<file path="src/rtl/led7_pkg.sv">
// led7_scan shared definitions
// digit-register bit positions, hex glyph table, scan states
package led7_pkg;

  localparam int HEX_B = 8;
  localparam int EN_B  = 9;

  // glyph[n] is the gfedcba pattern for hex digit n
  localparam logic [15:0][6:0] GLYPHS = {
    7'h71, 7'h79, 7'h5E, 7'h39,
    7'h7C, 7'h77, 7'h6F, 7'h7F,
    7'h07, 7'h7D, 7'h6D, 7'h66,
    7'h4F, 7'h5B, 7'h06, 7'h3F
  };

  typedef enum logic {
    S_BLANK,
    S_SHOW
  } scan_t;

  // slot counter width for a given DIV
  function automatic int cnt_w(input int div);
    return (div < 2) ? 1 : $clog2(div);
  endfunction

endpackage

</file>
<file path="src/rtl/led7_scan_hex7seg.sv">
// hex7seg: 4-bit nibble to gfedcba segment decode
// purely combinational, active-high segments
module hex7seg
  import led7_pkg::*;
(
  input  logic [3:0] i_nib,
  output logic [6:0] o_seg
);

  assign o_seg = GLYPHS[i_nib];

endmodule

</file>
<file path="src/rtl/led7_scan.sv">
// led7_scan: Wishbone slave driving a 4-digit 7-seg display
// four digit registers, hardware scan with blanking gap
module led7_scan
  import led7_pkg::*;
#(
  parameter int DIV   = 50000,
  parameter int BLANK = 500
) (
  input  logic        CLK_I,
  input  logic        RES_I,
  input  logic [1:0]  ADR_I,
  input  logic        WE_I,
  input  logic        CYC_I,
  input  logic        STB_I,
  input  logic [1:0]  SEL_I,
  input  logic [15:0] DAT_I,
  output logic [15:0] DAT_O,
  output logic        ACK_O,
  output logic [7:0]  SEG_n_O,
  output logic [3:0]  AN_n_O
);

  localparam int CW = cnt_w(DIV);
  localparam logic [CW-1:0] LAST = CW'(DIV - 1);
  localparam logic [CW-1:0] BL   = CW'(BLANK);

  logic [9:0]    r_dr [4];
  logic          r_ack;
  logic [15:0]   r_dat;
  logic [CW-1:0] r_cnt;
  logic [1:0]    r_dig;
  scan_t         r_st;
  logic [7:0]    r_seg;
  logic [3:0]    r_an;

  logic          w_acc;
  logic          w_wrap;
  logic [CW-1:0] w_cnt_nx;
  logic [1:0]    w_dig_nx;
  logic [9:0]    w_dr;
  logic [6:0]    w_glyph;
  logic [7:0]    w_pat;
  logic [3:0]    w_an;
  logic          w_unused;

  assign w_unused = &{1'b0, DAT_I[15:10]};

  // a new access is accepted only when ack is not already high
  assign w_acc = CYC_I & STB_I & ~r_ack;

  // bus side: single-cycle ack, lane-masked write, registered read
  always_ff @(posedge CLK_I or posedge RES_I) begin
    if (RES_I) begin
      r_ack <= 1'b0;
      r_dat <= '0;
      for (int i = 0; i < 4; i++) r_dr[i] <= '0;
    end else begin
      r_ack <= w_acc;
      r_dat <= w_acc ? {6'd0, r_dr[ADR_I]} : '0;
      if (w_acc & WE_I) begin
        if (SEL_I[0]) r_dr[ADR_I][7:0] <= DAT_I[7:0];
        if (SEL_I[1]) r_dr[ADR_I][9:8] <= DAT_I[9:8];
      end
    end
  end

  assign ACK_O = r_ack;
  assign DAT_O = r_dat;

  // pins are registered from next-cycle scan position
  assign w_wrap   = (r_cnt == LAST);
  assign w_cnt_nx = w_wrap ? '0 : r_cnt + 1'b1;
  assign w_dig_nx = w_wrap ? r_dig + 2'd1 : r_dig;
  assign w_dr     = r_dr[w_dig_nx];

  hex7seg u_hex (
    .i_nib (w_dr[3:0]),
    .o_seg (w_glyph)
  );

  assign w_pat = w_dr[HEX_B] ? {w_dr[7], w_glyph} : w_dr[7:0];

  // only the scanned digit's anode may be pulled low
  always_comb begin
    w_an           = 4'hF;
    w_an[w_dig_nx] = ~w_dr[EN_B];
  end

  // scan FSM: BLANK for the first BLANK counts, SHOW for the rest
  always_ff @(posedge CLK_I or posedge RES_I) begin
    if (RES_I) begin
      r_cnt <= '0;
      r_dig <= '0;
      r_st  <= S_BLANK;
      r_seg <= 8'hFF;
      r_an  <= 4'hF;
    end else begin
      r_cnt <= w_cnt_nx;
      r_dig <= w_dig_nx;
      unique case (r_st)
        S_BLANK: begin
          if (w_cnt_nx == BL) begin
            r_st  <= S_SHOW;
            r_seg <= ~w_pat;
            r_an  <= w_an;
          end else begin
            r_seg <= 8'hFF;
            r_an  <= 4'hF;
          end
        end
        S_SHOW: begin
          if (w_wrap) begin
            r_st  <= S_BLANK;
            r_seg <= 8'hFF;
            r_an  <= 4'hF;
          end else begin
            r_seg <= ~w_pat;
            r_an  <= w_an;
          end
        end
        default: begin
          r_st  <= S_BLANK;
          r_seg <= 8'hFF;
          r_an  <= 4'hF;
        end
      endcase
    end
  end

  assign SEG_n_O = r_seg;
  assign AN_n_O  = r_an;

endmodule

</file>
<file path="config.mk">
export PLATFORM = sky130hd
export DESIGN_NAME = led7_scan
export DESIGN_NICKNAME = d
export VERILOG_FILES = /design/src/rtl/led7_pkg.sv /design/src/rtl/led7_scan_hex7seg.sv /design/src/rtl/led7_scan.sv
export SDC_FILE = /design/constraint.sdc
export NUM_CORES = 1
export LEC_CHECK = 0
export BUFFER_PORTS_ARGS = -buffer_cell sky130_fd_sc_hd__buf_2
export CAP_MARGIN = 10
export CORE_MARGIN = 5
export CORE_UTILIZATION = 45
export CTS_BUF_LIST = sky130_fd_sc_hd__clkbuf_8
export DETAILED_ROUTE_END_ITERATION = 6
export GPL_TIMING_DRIVEN = 0
export SLEW_MARGIN = 0
export SYNTH_ARGS = -nofsm -noshare
export SYNTH_HDL_FRONTEND = slang
export SYNTH_SLANG_ARGS = --single-unit
</file>
<file path="constraint.sdc">
create_clock -name CLK_I -period 3.9 [get_ports CLK_I]
set_input_delay 0.195 -clock CLK_I [delete_from_list [all_inputs] [get_ports CLK_I]]
set_output_delay 0.195 -clock CLK_I [all_outputs]
set_load 0.1 [all_outputs]
</file>
==> impl_metrics.yaml <==
status:
  status: "completed"
pwr:
  p_per_area_nw_per_um2: 380
  switching_share: 0.313
  ir_drop_v: 0.000193
  leakage_nw: 2.47
  p_int_mw: 1.45
  clock_power_share: 0.311
  switchingPower_mw: 0.658
  comb_power_share: 0.209
  seqPwrFrac: 0.480
routing:
  vias: 3641
  drtPass1Iterations: 5
  first_iter_violations: 247
  vias_per_cell: 5.66
  drtAntennaViolNets: 0
  drt-total-wl_um: 11100
  drc: 0
  avgRoutedWirePerCell_um: 17.3
global_route:
  grt_overflow: 0
  grt_pass1_vias: 3684
  grt_pass1_wl_um: 18600
  antenna_found_initial: 0
  grt_usage: 0.179
  grt_max_degree: 57
die:
  start_util: 0.456
  die_x_um: 114
  die_y_um: 114
  dieArea_sq_um: 13100
  io_pins: 54
  num_rows: 38
  coreArea_sq_um: 10700
logic_synthesis:
  synth_area_leaders: "dfrtp_1 36%, mux2_2 11%, dfstp_2 6.4%"
  syn_area_per_cell_sq_um: 11.1
  ys_ff_latch: 82
  yosys.area.top_type: "dfrtp_1"
  synth-edff-count: 0
  yosysMostFrequentCell: "dfrtp_1"
  yosysSeqAreaShare: 0.422
  ys_types: 64
  synth_top_area_share: 0.358
  synth_cells: 440
  async_reset_ff_frac: 1.00
  synth_flop_cell: "dfrtp_1"
  yosys_warnings: 0
  netlist_top_cells_count: "70 x dfrtp_1, 47 x mux2_2, 32 x nand2_1"
  synth_area_sq_um: 4900
timing:
  fmax_ghz: 0.292
  drv_slew: 0
  setup_violations: 0
  grt_setup_unrepaired: "no"
  period_needed_ns: 3.43
  hold_violations: 0
  hold_ws_ns: 0.103
  worst_slew_pin_slew_ns: 0.798
  fin_worst_skew_ns: 0.00489
  fin_crit_sh: 0.879
  setup_tns_ns: 0
  relSlewSlack: 0.467
worst_setup_path:
  critical_path.slowest_cell: "a2111oi_2"
  endpoint_kind: "flop"
  critPathKind: "flop to flop"
  cp_cell_sequence: "ha_1 -> and3_1 -> and4_1 -> buf_6 -> mux2_1 -> a2111oi_2 -> inv_1 -> ha_1 -> inv_1 -> a31oi_1 -> a211oi_1 -> o31ai_2"
  cp_max_fo: 6
  crit_family: "compound AO/OA/AOI/OAI gates"
  slowest_delay_ns: 0.63
  start_kind: "flop"
  cp.required_ns: 4.19
  path_buf_inv: 3
  arrival_ns: 3.72
placement:
  port_buffers: 40
  hpwl_um: 8240
  gp_congestion: 0.850
final_layout:
  area_delta_synth_final_pct: 13.2
  final_util: 0.516
  drive_gt1_frac: 0.326
  regArea_sq_um: 2070
  multi_input_area_sq_um: 2600
  fin_nets: 531
  antennaDiodeCount: 0
  fill_cells: 1020
clock_tree:
  htreeDepth: 3
  clk_pin_slew_ns: 0.09
  tritoncts: "done"
  clock_latency_ns: 0.36
  post-cts-setup-buffer-count: 0
  numCtsBuffers: 9
  cts_root_buf: "clkbuf_8"
  cts_sinks: 82
  clockBufferDepth: 2
run:
  maxCapViolCount: 0
min_path:
  hp-class: "input port to flop"
-- power groups by stage --
stage                     logic [mW]  clock network [mW]  registers [mW]
after floorplan                0.309                   0            1.04
after global placement         0.430                   0            1.02
after detailed placement       0.440                   0            1.03
after CTS                      0.442               0.680            1.01
after global routing           0.482               0.703            1.02
final                          0.440               0.654            1.01
-- sequential cells by signal, indices dropped and copies added, names as in the netlist --
name	count
r_st	1
r_dig	2
DAT_O	10
ACK_O	1
r_cnt	16
SEG_n_O	8
r_dr	40
AN_n_O	4
-- layout by cell type, fill, tap and decap left out, types with 8 or more instances in the layout --
master and instances:
inv_1 8, clkbuf_8 10, mux4_2 10, ha_1 8
xor2_1 9, nand2_1 32, and2_1 10, buf_2 52
mux2i_1 19, xnor2_1 10, dfrtp_1 70, nor2b_1 10
dfstp_2 12, mux2_2 47, nand3_1 23, nand4_1 14
clkbuf_1 9, nor2_1 28
-- logic make-up (layout without fill, tap and decap cells) --
kind of cell / count (synthesis) / count (layout) / share of synthesized area
muxes: 82 / 82 / 0.211
DFF: 82 / 82 / 0.422
other: 1 / 6 / 0.000766
AOI/OAI and AO/OA: 48 / 48 / 0.0848
buffers and inverters: 45 / 103 / 0.0514
xor gates and xnor gates: 19 / 19 / 0.0340
and+or+nand+nor: 155 / 155 / 0.175
adders and majority gates: 8 / 8 / 0.0204
-- metrics by stage --
stage / area (sq um) / power (mW) / worst slack (ns) / cells
global placement: 5290 / 1.45 / 0.568 / 625
floorplan: 4910 / 1.35 / 1.07 / 445
CTS: 5540 / 2.13 / 0.459 / 643
global route: 5540 / 2.21 / 0.168 / 643
detailed placement: 5320 / 1.47 / 0.475 / 626
finish: 5540 / 2.10 / 0.470 / 643
-- timing repair --
item | in CTS | in global routing
setup endpoints to repair | 0 | 0
hold endpoints to repair | 19 | 0
hold buffers | 1 | 0
resized for setup | 0 | 0
-- metal layers --
metal / up-vias / part of all wire / wire length (um) / global-route usage
met4: 0 / 0.012 / 138 / 0.0530
met1: 1838 / 0.46 / 5120 / 0.241
li1: 1719 / - / - / -
met2: 70 / 0.49 / 5420 / 0.293
met3: 14 / 0.041 / 454 / 0.0365
met5: - / 0 / 0 / 0
-- worst paths after layout --
check	depth (start not counted)	slack (ns)	endpoint	startpoint
hold / removal	2	0.10	r_dr[30]	DAT_I[0]
max in group asynchronous	4	2.92	AN_n_O[0]	RES_I
hold reg to reg	1	0.48	AN_n_O[0]	r_dr[39]
min in group asynchronous	3	0.36	r_cnt[9]	RES_I
setup reg to reg	12	0.47	SEG_n_O[3]	r_cnt[0]
setup / recovery	12	0.47	SEG_n_O[3]	r_cnt[0]
-- cell type report --
cell class	count	share of cell area
buffer	36	0.0393
clock buffer	10	0.0248
clock inverter	6	0.0131
inverter	9	0.00655
multi-input combinational	318	0.469
sequential	82	0.373
tap	140	0.0316
timing repair buffer	42	0.0429
Power figures use the tool's default switching activity.
